File: src/rtl/aes_pkg.sv
`default_nettype none
// ============================================================================
// Module   : aes_pkg
// Brief    : Shared key-size encodings, round counts and FSM state type
// Revision : 1.0 - initial release
// ============================================================================
package aes_pkg;

  localparam logic [3:0] NR_128 = 4'd10;
  localparam logic [3:0] NR_192 = 4'd12;
  localparam logic [3:0] NR_256 = 4'd14;

  localparam logic [1:0] KS_128 = 2'b00;
  localparam logic [1:0] KS_192 = 2'b01;
  localparam logic [1:0] KS_256 = 2'b10;

  typedef enum logic [1:0] {
    ST_IDLE  = 2'd0,
    ST_LOAD  = 2'd1,
    ST_ROUND = 2'd2,
    ST_DONE  = 2'd3
  } state_t;

  // Both 1x encodings map to the 256-bit round count.
  function automatic logic [3:0] nr_of(input logic [1:0] sel);
    logic [3:0] nr;
    case (sel)
      KS_128:  nr = NR_128;
      KS_192:  nr = NR_192;
      default: nr = NR_256;
    endcase
    return nr;
  endfunction

endpackage
`default_nettype wire

File: src/rtl/aes_round_scheduler_if.sv
`default_nettype none
// ============================================================================
// Module   : aes_round_scheduler_if
// Brief    : Requester, datapath-control and completion signals of the scheduler
// Revision : 1.0 - initial release
// ============================================================================
interface aes_round_scheduler_if #(
  parameter int NREQ = 2,
  parameter int ID_W = 1
);

  logic [NREQ-1:0]   req_valid;
  logic [NREQ-1:0]   req_ready;
  logic [2*NREQ-1:0] req_sel;
  logic [NREQ-1:0]   req_decrypt;
  logic              dp_load;
  logic              dp_round_en;
  logic [3:0]        dp_round_idx;
  logic [3:0]        dp_key_idx;
  logic              dp_last;
  logic              dp_decrypt;
  logic [1:0]        dp_sel;
  logic              done_valid;
  logic              done_ready;
  logic [ID_W-1:0]   done_id;
  logic              busy;

  modport master (
    output req_valid, req_sel, req_decrypt, done_ready,
    input  req_ready, dp_load, dp_round_en, dp_round_idx, dp_key_idx, dp_last,
    input  dp_decrypt, dp_sel, done_valid, done_id, busy
  );

  modport slave (
    input  req_valid, req_sel, req_decrypt, done_ready,
    output req_ready, dp_load, dp_round_en, dp_round_idx, dp_key_idx, dp_last,
    output dp_decrypt, dp_sel, done_valid, done_id, busy
  );

endinterface
`default_nettype wire

File: src/rtl/rr_arbiter.sv
`default_nettype none
// ============================================================================
// Module   : rr_arbiter
// Brief    : NREQ-way round-robin arbiter, lowest index at or after ptr wins
// Revision : 1.0 - initial release
// ============================================================================
module rr_arbiter #(
  parameter int NREQ = 2,
  parameter int ID_W = 1
) (
  input  wire  [NREQ-1:0] i_req,
  input  wire  [ID_W-1:0] i_ptr,
  output logic [NREQ-1:0] o_grant,
  output logic [ID_W-1:0] o_id,
  output logic            o_any
);

  logic [ID_W-1:0] w_hi_id;
  logic [ID_W-1:0] w_lo_id;
  logic            w_hi_any;
  logic            w_lo_any;

  // Descending scan leaves the lowest matching index in each candidate.
  always_comb begin
    w_hi_id  = '0;
    w_lo_id  = '0;
    w_hi_any = 1'b0;
    w_lo_any = 1'b0;
    for (int i = NREQ - 1; i >= 0; i--) begin
      if (i_req[i]) begin
        w_lo_any = 1'b1;
        w_lo_id  = ID_W'(i);
        if (i >= int'(i_ptr)) begin
          w_hi_any = 1'b1;
          w_hi_id  = ID_W'(i);
        end
      end
    end
  end

  assign o_any   = w_lo_any;
  assign o_id    = w_hi_any ? w_hi_id : w_lo_id;
  assign o_grant = w_lo_any ? (NREQ'(1) << o_id) : '0;

endmodule
`default_nettype wire

File: src/rtl/aes_round_scheduler.sv
`default_nettype none
// ============================================================================
// Module   : aes_round_scheduler
// Brief    : Arbitrates AES jobs and sequences load/round/key-index controls
// Revision : 1.0 - initial release
// ============================================================================
module aes_round_scheduler
  import aes_pkg::*;
#(
  parameter int NREQ = 2,
  parameter int ID_W = 1
) (
  input wire clk,
  input wire rst,
  aes_round_scheduler_if.slave bus
);

  localparam logic [ID_W-1:0] c_last_id = ID_W'(NREQ - 1);

  state_t          r_state;
  logic [ID_W-1:0] r_rr_ptr;
  logic [ID_W-1:0] r_id;
  logic [3:0]      r_cnt;
  logic [3:0]      r_nr;
  logic [1:0]      r_sel;
  logic            r_dec;
  logic            r_load;
  logic            r_round_en;
  logic [3:0]      r_round_idx;
  logic [3:0]      r_key_idx;
  logic            r_last;
  logic            r_done_valid;

  logic [NREQ-1:0] w_grant;
  logic [ID_W-1:0] w_gnt_id;
  logic            w_any;
  logic [1:0]      w_req_sel;
  logic [1:0]      w_sel_norm;
  logic            w_req_dec;
  logic [3:0]      w_req_nr;
  logic [3:0]      w_cnt_nxt;
  logic            w_accept;

  rr_arbiter #(
    .NREQ (NREQ),
    .ID_W (ID_W)
  ) u_arb (
    .i_req   (bus.req_valid),
    .i_ptr   (r_rr_ptr),
    .o_grant (w_grant),
    .o_id    (w_gnt_id),
    .o_any   (w_any)
  );

  always_comb begin
    w_req_sel = '0;
    w_req_dec = 1'b0;
    for (int i = 0; i < NREQ; i++) begin
      if (w_grant[i]) begin
        w_req_sel = bus.req_sel[2*i +: 2];
        w_req_dec = bus.req_decrypt[i];
      end
    end
  end

  assign w_sel_norm = w_req_sel[1] ? KS_256 : w_req_sel;
  assign w_req_nr   = nr_of(w_sel_norm);
  assign w_accept   = (r_state == ST_IDLE) && w_any;
  assign w_cnt_nxt  = r_cnt + 4'd1;

  // Outputs are computed one cycle ahead so they line up with the state they belong to.
  always_ff @(posedge clk or posedge rst) begin
    if (rst) begin
      r_state      <= ST_IDLE;
      r_rr_ptr     <= '0;
      r_id         <= '0;
      r_cnt        <= '0;
      r_nr         <= '0;
      r_sel        <= '0;
      r_dec        <= 1'b0;
      r_load       <= 1'b0;
      r_round_en   <= 1'b0;
      r_round_idx  <= '0;
      r_key_idx    <= '0;
      r_last       <= 1'b0;
      r_done_valid <= 1'b0;
    end else begin
      case (r_state)
        ST_IDLE: begin
          if (w_accept) begin
            r_state   <= ST_LOAD;
            r_sel     <= w_sel_norm;
            r_dec     <= w_req_dec;
            r_id      <= w_gnt_id;
            r_nr      <= w_req_nr;
            r_load    <= 1'b1;
            r_key_idx <= w_req_dec ? w_req_nr : 4'd0;
          end
        end
        ST_LOAD: begin
          r_state     <= ST_ROUND;
          r_load      <= 1'b0;
          r_cnt       <= 4'd1;
          r_round_en  <= 1'b1;
          r_round_idx <= 4'd1;
          r_key_idx   <= r_dec ? (r_nr - 4'd1) : 4'd1;
          r_last      <= 1'b0;
        end
        ST_ROUND: begin
          if (r_cnt == r_nr) begin
            r_state      <= ST_DONE;
            r_round_en   <= 1'b0;
            r_round_idx  <= '0;
            r_key_idx    <= '0;
            r_last       <= 1'b0;
            r_done_valid <= 1'b1;
          end else begin
            r_cnt       <= w_cnt_nxt;
            r_round_idx <= w_cnt_nxt;
            r_key_idx   <= r_dec ? (r_nr - w_cnt_nxt) : w_cnt_nxt;
            r_last      <= (w_cnt_nxt == r_nr);
          end
        end
        ST_DONE: begin
          if (bus.done_ready) begin
            r_state      <= ST_IDLE;
            r_done_valid <= 1'b0;
            r_rr_ptr     <= (r_id == c_last_id) ? '0 : (r_id + 1'b1);
          end
        end
        default: r_state <= ST_IDLE;
      endcase
    end
  end

  assign bus.req_ready    = (r_state == ST_IDLE) ? w_grant : '0;
  assign bus.dp_load      = r_load;
  assign bus.dp_round_en  = r_round_en;
  assign bus.dp_round_idx = r_round_idx;
  assign bus.dp_key_idx   = r_key_idx;
  assign bus.dp_last      = r_last;
  assign bus.dp_decrypt   = r_dec;
  assign bus.dp_sel       = r_sel;
  assign bus.done_valid   = r_done_valid;
  assign bus.done_id      = r_id;
  assign bus.busy         = (r_state != ST_IDLE);

endmodule
`default_nettype wire

File: src/flat_wrapper.sv
// flat-port wrapper written by rule: the top's interface ports become plain ports
module aes_round_scheduler_flat import aes_pkg::*;
#(
  parameter int NREQ = 2,
  parameter int ID_W = 1
)
  (clk, rst, bus_req_valid, bus_req_sel, bus_req_decrypt, bus_done_ready, bus_req_ready, bus_dp_load, bus_dp_round_en, bus_dp_round_idx, bus_dp_key_idx, bus_dp_last, bus_dp_decrypt, bus_dp_sel, bus_done_valid, bus_done_id, bus_busy);
  aes_round_scheduler_if #(.NREQ(NREQ), .ID_W(ID_W)) bus_i ();
  input wire clk;
  input wire rst;
  input wire logic [$bits(bus_i.req_valid)-1:0] bus_req_valid;
  input wire logic [$bits(bus_i.req_sel)-1:0] bus_req_sel;
  input wire logic [$bits(bus_i.req_decrypt)-1:0] bus_req_decrypt;
  input wire logic [$bits(bus_i.done_ready)-1:0] bus_done_ready;
  output wire logic [$bits(bus_i.req_ready)-1:0] bus_req_ready;
  output wire logic [$bits(bus_i.dp_load)-1:0] bus_dp_load;
  output wire logic [$bits(bus_i.dp_round_en)-1:0] bus_dp_round_en;
  output wire logic [$bits(bus_i.dp_round_idx)-1:0] bus_dp_round_idx;
  output wire logic [$bits(bus_i.dp_key_idx)-1:0] bus_dp_key_idx;
  output wire logic [$bits(bus_i.dp_last)-1:0] bus_dp_last;
  output wire logic [$bits(bus_i.dp_decrypt)-1:0] bus_dp_decrypt;
  output wire logic [$bits(bus_i.dp_sel)-1:0] bus_dp_sel;
  output wire logic [$bits(bus_i.done_valid)-1:0] bus_done_valid;
  output wire logic [$bits(bus_i.done_id)-1:0] bus_done_id;
  output wire logic [$bits(bus_i.busy)-1:0] bus_busy;
  assign bus_i.req_valid = bus_req_valid;
  assign bus_i.req_sel = bus_req_sel;
  assign bus_i.req_decrypt = bus_req_decrypt;
  assign bus_i.done_ready = bus_done_ready;
  assign bus_req_ready = bus_i.req_ready;
  assign bus_dp_load = bus_i.dp_load;
  assign bus_dp_round_en = bus_i.dp_round_en;
  assign bus_dp_round_idx = bus_i.dp_round_idx;
  assign bus_dp_key_idx = bus_i.dp_key_idx;
  assign bus_dp_last = bus_i.dp_last;
  assign bus_dp_decrypt = bus_i.dp_decrypt;
  assign bus_dp_sel = bus_i.dp_sel;
  assign bus_done_valid = bus_i.done_valid;
  assign bus_done_id = bus_i.done_id;
  assign bus_busy = bus_i.busy;
  aes_round_scheduler #(.NREQ(NREQ), .ID_W(ID_W)) u_core (.clk(clk), .rst(rst), .bus(bus_i));
endmodule
File: config.mk
export PLATFORM = sky130hd
export DESIGN_NAME = aes_round_scheduler_flat
export DESIGN_NICKNAME = d
export VERILOG_FILES = /design/src/rtl/aes_pkg.sv /design/src/rtl/aes_round_scheduler_if.sv /design/src/rtl/rr_arbiter.sv /design/src/rtl/aes_round_scheduler.sv /design/src/flat_wrapper.sv
export SDC_FILE = /design/constraint.sdc
export NUM_CORES = 1
export LEC_CHECK = 0
export BUFFER_PORTS_ARGS = -buffer_cell sky130_fd_sc_hd__buf_2
export CAP_MARGIN = 20
export CORE_MARGIN = 2
export CORE_UTILIZATION = 55
export CTS_BUF_LIST = sky130_fd_sc_hd__clkbuf_4 sky130_fd_sc_hd__clkbuf_8 sky130_fd_sc_hd__clkbuf_16
export DETAILED_ROUTE_END_ITERATION = 8
export GPL_TIMING_DRIVEN = 0
export PLACE_DENSITY = 0.86
export SLEW_MARGIN = 10
export SYNTH_ARGS = -nofsm -noshare
export SYNTH_HDL_FRONTEND = slang
export SYNTH_SLANG_ARGS = --single-unit
File: constraint.sdc
create_clock -name clk -period 3.82 [get_ports clk]
set_input_delay 0.764 -clock clk [delete_from_list [all_inputs] [get_ports clk]]
set_output_delay 0.764 -clock clk [all_outputs]
set_load 0.01 [all_outputs]
Word level (Yosys, flattened, before mapping) --
Cells that the tools add are included. Widths: inputs -> output; s select.
Storage, ports and cells: logic and storage cells 85, bits in registers 27, ROM bits 0, memories 0, latch bits 0, bits in writable memories 0, bits of input ports 11, output and inout bits 19
Cells by class: bitwise logic cells 0, order comparisons 1, multiply operators 0, add/subtract/negate cells 4, divide/modulo/power cells 0, shifts and indexed selects 1, multiplexer cells 40, eq/ne operators 10, reduce and logical (&&, ||, !) cells 16
Operators by type and width (count):
- $mux 4 | 7
- $mux 1 | 16
- $mux 2 | 8
- $pmux 4 s2 | 2
- $pmux 4 s3 | 1
- $reduce_and 2->1 | 6
- $eq 4x4->1 | 2
- $pmux 1 s2 | 4
- $pmux 2 s4 | 1
- $reduce_bool 2->1 | 4
- $pmux 3 s2 | 1
- $reduce_and 3->1 | 2
- $add 4x1->4 const B | 1
- $eq 2x1->1 const B | 2
- $eq 2x2->1 const B | 2
- $logic_not 2->1 | 2
- $ne 2x1->1 const B | 2
- $ne 2x2->1 const B | 2
- $sub 4x1->4 const B | 1
- $sub 4x4->4 | 1
- $reduce_bool 3->1 | 1
- $shl 1x1->2 const A | 1
- $add 1x1->1 const B | 1
- $ge 1x1->1 const A | 1
- $logic_and 1x1->1 | 1

Logic depth before layout (Yosys ltp) --
Gate-level depths: netlist of the first run.
depth after elaboration 14, gate-level depth with buffers 8

Hierarchy --
A second synthesis of the first run with hierarchy kept.
Second synthesis, totals: cells, all modules 166, area total of the unflattened synthesis 1590.3 sq um
By module, submodules not included:
- aes_round_scheduler | instances 1, area an instance 1557.7 sq um, cells an instance 161, sequential area each 650.6 sq um
- rr_arbiter | instances 1, area an instance 32.5 sq um, cells an instance 5, sequential area each 0.0 sq um

Worst setup path after synthesis of the first run --
No wires, ideal clock.
path kind input -> output, start input port bus_req_valid[0], end output port bus_req_ready[0], data arrival time 1328 ps, required time 3056 ps, cell stages on the path 2, path slack 1728 ps, cells stage by stage a21boi_0 and2_1
On the way: word-level cells in the longest chain between the ends 5, elaborated cells between the ends (all ways) 8, those cells by class 1 x shift; 7 x mux
RTL lines:
- start, declared | line flat_wrapper.sv:11 | input wire logic [$bits(bus_i.req_valid)-1:0] bus_req_valid;
- $mux 1 | line rr_arbiter.sv:30 | if (i_req[i]) begin
- $mux 1 | line rr_arbiter.sv:42 | assign o_id = w_hi_any ? w_hi_id : w_lo_id;
- $shl 1x1->2 | line rr_arbiter.sv:43 | assign o_grant = w_lo_any ? (NREQ'(1) << o_id) : '0;
- $mux 2 (*) | line rr_arbiter.sv:43
- $mux 2 (*) | line aes_round_scheduler.sv:136 | assign bus.req_ready = (r_state == ST_IDLE) ? w_grant : '0;
- end, declared | line flat_wrapper.sv:15 | output wire logic [$bits(bus_i.req_ready)-1:0] bus_req_ready;
Every way passes the cells marked *; elsewhere a longest branch is shown, timed or not.

Worst setup path in the final report of the first run --
start input port bus_req_valid[1], end output port bus_req_ready[0]
On the way: word-level cells in the longest chain between the ends 7, elaborated cells between the ends (all ways) 11, those cells by class 1 x shift; 10 x mux
RTL lines:
- $mux 1 (*) | line rr_arbiter.sv:30
- $mux 1 | line rr_arbiter.sv:33 | if (i >= int'(i_ptr)) begin
- $mux 1 | line rr_arbiter.sv:30
- $mux 1 | line rr_arbiter.sv:42
- $shl 1x1->2 | line rr_arbiter.sv:43
- $mux 2 (*) | line rr_arbiter.sv:43
- $mux 2 (*) | line aes_round_scheduler.sv:136
Marks and branches as above.

==> flow_summary.yaml, run 1 <==
final_layout:
  mostFrequentLayoutCells: "buf_2, dfrtp_1, nor2_1"
  layout_commonest_cell: "buf_2"
  syn_to_final_growth_pct: 17.5
  n_fill_cell: 194
  final_core_util_pct: 69.5
  antenna_cells: 0
  drive_gt1_share_pct: 21.6
  fin_nets: 217
power:
  ir_worst_vdd_mv: 0.688
  clockPowerShare_pct: 11.9
  switchingPower_uw: 732
  powerDensity_mw_per_mm2: 901
  switching_share_pct: 46.0
  internal_power_uw: 861
  p_leak_nw: 0.871
  seqPwrFrac_pct: 30.5
  p_comb_share_pct: 57.6
floorplanning:
  dieHeight_um: 56.3
  start_util_pct: 59.1
  die-area_mm2: 0.00317
  rows: 18
  die_w_um: 56.3
  core_area_mm2: 0.00254
  io_pins: 30
global_routing:
  grt_util_met3_pct: 2.53
  grt_pass1_wl_mm: 5.89
  grt_usage_pct: 23.6
  antenna_found_initial: 0
  grt_max_degree: 27
  grt_pass1_vias: 1329
  gr-total-overflow: 0
  use_met2_pct: 40.3
  met1_usage_pct: 29.4
  top_usage_layer: "met2"
route:
  num_vias: 1286
  post_drt_wl_per_cell_um: 15.6
  drtAntennaViolNets: 0
  first_pass_iters: 4
  drt-total-wl_mm: 3.49
  drc_errors: 0
  drt-initial-drc-count: 28
  vias_per_cell: 5.74
synthesis:
  synth.ff_latch_count: 26
  yosys.area_share.simple_pct: 15.1
  synthXorXnorAreaFrac_pct: 5.24
  yosys.cell_types.count: 34
  synth_top_family_by_area: "compound AO/OA/AOI/OAI gates"
  synth_seq_area_share_pct: 43.2
  synth_area_mm2: 0.00151
  postSynthNetCount: 182
  netlist_instances: 160
  synth_compound_area_share_pct: 18.2
  yosys-mux-area-fraction_pct: 4.24
  syn_area_per_cell_um2: 9.41
  synthAdderAreaFrac_pct: 9.14
  synth_warnings: 0
cts:
  cts_root_buf: "clkbuf_4"
  cts_hold_buf: 0
  cts_max_level: 1
  clock_path_buffers: 2
  cts_setup_buffers: 0
  cts_buffers: 3
  cts-resized-gates: 0
  path_clk_slew_ps: 140
  clock-sinks: 26
  insertion_delay_ps: 320
  cts_tree: "yes"
sta:
  post-route-min-period_ps: 2470
  slew_headroom_pct: 51.5
  rsz0062_at_grt: "false"
  finalSetupViolations: 0
  max_freq_mhz: 405
  worst_slew_pin_slew_ps: 727
  skew_ps: 3.98
  holdWs_ps: 332
  report.final.slew_viol_count: 0
  finalSetupTns_ps: 0
  hold_viol: 0
  period_share_pct: 64.7
placement:
  gp_congestion: 0.868
  port_buffers: 29
  hpwl_mm: 2.63
setup_path:
  cpPeakStageDelay_ps: 480
  cp_data_required_time_ps: 3060
  path_delay_family: "compound AO/OA/AOI/OAI gates"
  worstSetupPathType: "input port to output port"
  crit_chain: "buf_2, a21boi_0, and2_1, buf_2"
  critical_path_buf_inv_count: 2
  worst-path-max-fanout: 7
  startpoint_type: "input port"
  path_common_cell: "buf_2"
  crit_path_end_kind: "output port"
  worstPathArrival_ps: 1710
  critPathSlowestCell: "a21boi_0"
flow_run:
  cap_violations: 0
run_status:
  outcome: "completed"
min_path:
  hp-class: "input port to asynchronous set/reset pin"
[final cells by class]
class	count	area, um^2	area share [%]
flip-flops and latches	26	651	36.8
well taps	30	37.5	2.12
clock buffers	3	22.5	1.27
plain buffers	4	16.3	0.920
inverters	15	56.3	3.18
clock inverters	1	30.0	1.70
repair buffers	30	173	9.77
multi-input cells	115	782	44.2
[cell usage after synthesis]
| library cell | instances | area, um^2 |
|---|---|---|
| dfrtp_1 | 26 | 651 |
| nor2_1 | 16 | 60.1 |
| inv_1 | 15 | 56.3 |
| nand2_1 | 14 | 52.6 |
| a21oi_1 | 13 | 65.1 |
| ha_1 | 11 | 138 |
| o21ai_0 | 10 | 50.1 |
| xor2_1 | 6 | 52.6 |
| nand2b_1 | 4 | 25.0 |
| a32oi_1 | 3 | 26.3 |
| mux2_2 | 3 | 33.8 |
| mux2i_1 | 3 | 30.0 |
| nand3_1 | 3 | 15.0 |
| xnor2_1 | 3 | 26.3 |
| a21boi_0 | 2 | 15.0 |
| a21o_1 | 2 | 15.0 |
| a22o_1 | 2 | 17.5 |
| a22o_2 | 2 | 20.0 |
| a31oi_1 | 2 | 12.5 |
| clkbuf_1 | 2 | 7.51 |
| nand4_1 | 2 | 12.5 |
| nor2b_1 | 2 | 12.5 |
| nor3_1 | 2 | 10.0 |
| o22ai_1 | 2 | 12.5 |
| a2bb2oi_1 | 1 | 8.76 |
| and2_1 | 1 | 6.26 |
| and3_1 | 1 | 6.26 |
| buf_1 | 1 | 3.75 |
| buf_2 | 1 | 5.00 |
| nor4_4 | 1 | 21.3 |
| o2111ai_1 | 1 | 8.76 |
| o211ai_1 | 1 | 7.51 |
| o221ai_2 | 1 | 15.0 |
| or3_1 | 1 | 6.26 |
[worst paths after layout]
path                            slack [ps]                  from                  endpoint  depth (start not counted)
worst min-delay path                   330                   rst        u_core.bus.done_id                          2
max in group asynchronous             3100                   rst           u_core.r_cnt[2]                          3
worst max-delay path                  1350      bus_req_valid[1]          bus_req_ready[0]                          4
worst max register to register        1490       u_core.r_cnt[0]  u_core.bus.dp_key_idx[3]                          7
min in group clk                       500  u_core.bus.dp_sel[0]      u_core.bus.dp_sel[0]                          1
worst min register to register         500  u_core.bus.dp_sel[0]      u_core.bus.dp_sel[0]                          1
[metal layers]
metal,routed length (um),vias to the layer above
met1,1470,619
met3,135,8
met5,0,-
met2,1810,37
met4,66,0
li1,-,622
[power groups by stage]
stage	sequential, mW	clock (mW)	combinational (mW)
after floorplan	0.497	0	0.631
after global placement	0.478	0	0.851
after detailed placement	0.489	0	0.902
after CTS	0.483	0.191	0.909
after global routing	0.500	0.203	1.03
final	0.486	0.189	0.917
[sequential cells by signal, summed over array words and instances (netlist names)]
name,count
u_core.r_state,2
u_core.bus.dp_last,1
u_core.bus.dp_key_idx,4
u_core.r_nr,3
u_core.bus.dp_round_en,1
u_core.r_rr_ptr,1
u_core.bus.done_valid,1
u_core.bus.done_id,1
u_core.r_cnt,4
u_core.bus.dp_round_idx,4
u_core.bus.dp_load,1
u_core.bus.dp_decrypt,1
u_core.bus.dp_sel,2
[stage by stage]
step                worst slack [ps]  std cells  power [mW]  area (um^2)
floorplan                       1730        160        1.13         1510
global placement                1460        219        1.33         1690
detailed placement              1360        219        1.39         1690
CTS                             1360        223        1.58         1740
global route                    1330        224        1.73         1770
finish                          1350        224        1.59         1770
[logic make-up after synthesis]
logic type	after synthesis
compound gates	42
xor+xnor	9
fa+ha+maj	11
buf+inv	19
flops	26
mux	6
simple gates	47
No activity file was read; power rests on OpenSTA's default activity.
==> run 2: changes to the inputs <==
CORE_UTILIZATION = 49   (was 55)
PLACE_DENSITY = 0.81   (was 0.86)
clock period = 2.06 ns   (was 3.82 ns; I/O delays follow)
==> flow_summary.yaml, run 2 (synthesized netlist as in run 1, its figures left out) <==
final_layout:
  syn_to_final_growth_pct: 21.1
  instances_no_fill: 231
  layout_commonest_cell: "buf_2"
  fin_nets: 221
  mostFrequentLayoutCells: "buf_2, dfrtp_1, inv_1, nor2_1, nand2_1"
  final_core_util_pct: 61.2
  n_fill_cell: 255
  drive_gt1_share_pct: 27.3
  antenna_cells: 0
power:
  p_leak_nw: 0.882
  powerDensity_mw_per_mm2: 1660
  ir_worst_vdd_mv: 1.09
cts:
  cts_buffers: 3
  clock-sinks: 26
  cts_tree: "yes"
  path_clk_slew_ps: 140
  insertion_delay_ps: 330
  cts_max_level: 1
  cts_root_buf: "clkbuf_4"
  clock_path_buffers: 2
global_routing:
  grt_pass1_vias: 1192
  grt_pass1_wl_mm: 5.44
  grt_usage_pct: 20.3
  grt_max_degree: 27
  antenna_found_initial: 0
  gr-total-overflow: 0
sta:
  hold_viol: 0
  max_freq_mhz: 513
  finalSetupViolations: 0
  post-route-min-period_ps: 1950
  worst_slew_pin_slew_ps: 630
  skew_ps: 2.47
  report.final.slew_viol_count: 0
  period_share_pct: 94.7
  rsz0062_at_grt: "true"
  slew_headroom_pct: 57.7
setup_path:
  worst-path-max-fanout: 7
  cp_data_required_time_ps: 1650
  crit_path_end_kind: "output port"
  startpoint_type: "flip-flop"
  worstPathArrival_ps: 1540
  worstSetupPathType: "flip-flop to output port"
floorplanning:
  die_w_um: 59.4
  dieHeight_um: 59.4
  core_area_mm2: 0.00298
  die-area_mm2: 0.00353
  rows: 20
  io_pins: 30
  start_util_pct: 50.5
placement:
  dp.cells: 222
  hpwl_mm: 2.29
  port_buffers: 29
  gp_congestion: 0.799
route:
  drt-total-wl_mm: 3.23
  drc_errors: 0
  drt-initial-drc-count: 33
  drtAntennaViolNets: 0
  num_vias: 1282
  post_drt_wl_per_cell_um: 14.0
  vias_per_cell: 5.55
  first_pass_iters: 4
min_path:
  hp-class: "input port to asynchronous set/reset pin"
flow_run:
  cap_violations: 0
run_status:
  outcome: "completed"
==> run 2: changes by cell type in the layout (fill, tap and decap cells not counted), moves of 2 or more <==
cell | previous run | this run
a21oi_1 | 13 | 11
a21oi_2 | 0 | 2
buf_4 | 0 | 4
ha_1 | 11 | 9
dfrtp_2 | 0 | 2
dfrtp_1 | 26 | 24
ha_4 | 0 | 2
==> run 2: layout make-up <==
cell class	instances	area, um^2	area share [%]
Sequential cell	26	653	35.8
Inverter	15	56.3	3.09
Clock buffer	4	36.3	1.99
Buffer	4	16.3	0.892
Timing Repair Buffer	34	190	10.4
Multi-Input combinational cell	115	830	45.5
Tap cell	33	41.3	2.26
==> run 2: what timing repair did <==
action / in CTS / in global routing
hold buffers: 0 / 0
pin swaps: 0 / 5
cloned: 0 / 0
setup endpoints to repair: 2 / 9
resized for setup: 4 / 7
setup buffers: 2 / 2
==> run 2: power by group <==
group	switching (mW)	total, mW	internal (mW)
sequential	0.169	0.883	0.713
clock	0.154	0.262	0.108
combinational	1.05	1.88	0.827
total	1.38	3.03	1.65
==> run 2: path summary, 6_finish.rpt <==
kind,start,depth (start not counted),slack (ps),endpoint
worst max-delay path,u_core.r_state[0],4,110,bus_req_ready[1]
worst min-delay path,rst,2,90,u_core.r_state[0]
worst max register to register,u_core.r_cnt[2],4,120,u_core.r_state[1]
worst min register to register,u_core.bus.dp_sel[0],1,500,u_core.bus.dp_sel[0]
max in group asynchronous,rst,3,1480,u_core.r_cnt[0]
min in group clk,bus_req_sel[1],3,400,u_core.bus.dp_sel[1]
==> run 2: per-stage QoR <==
step	total power [mW]	hold slack, ps	TNS, ps	setup slack [ps]	cell area (um^2)
6_report	3.03	90.6	0	110	1820
3_3_place_gp	2.50	455	-183	-183	1690
3_5_place_dp	2.54	474	-230	-211	1690
5_1_grt	3.33	120	-12.4	-12.4	1820
4_1_cts	2.89	324	0	2.76	1760
2_1_floorplan	2.09	452	0	16.3	1510
==> run 2: layer usage <==
layer	GRT usage, %	share of wire (%)	vias to the layer above
met2	32.5	48	37
met4	5.84	1.1	0
met5	0	0	-
li1	-	-	628
met1	28.8	46	612
met3	2.40	4.0	5
==> run 2: worst max-delay path, cell delays in order, from the launching register on <==
cell and delay [ps]:
dfrtp_1 460, inv_1 120, ha_1 290, and3_1 210, buf_2 130
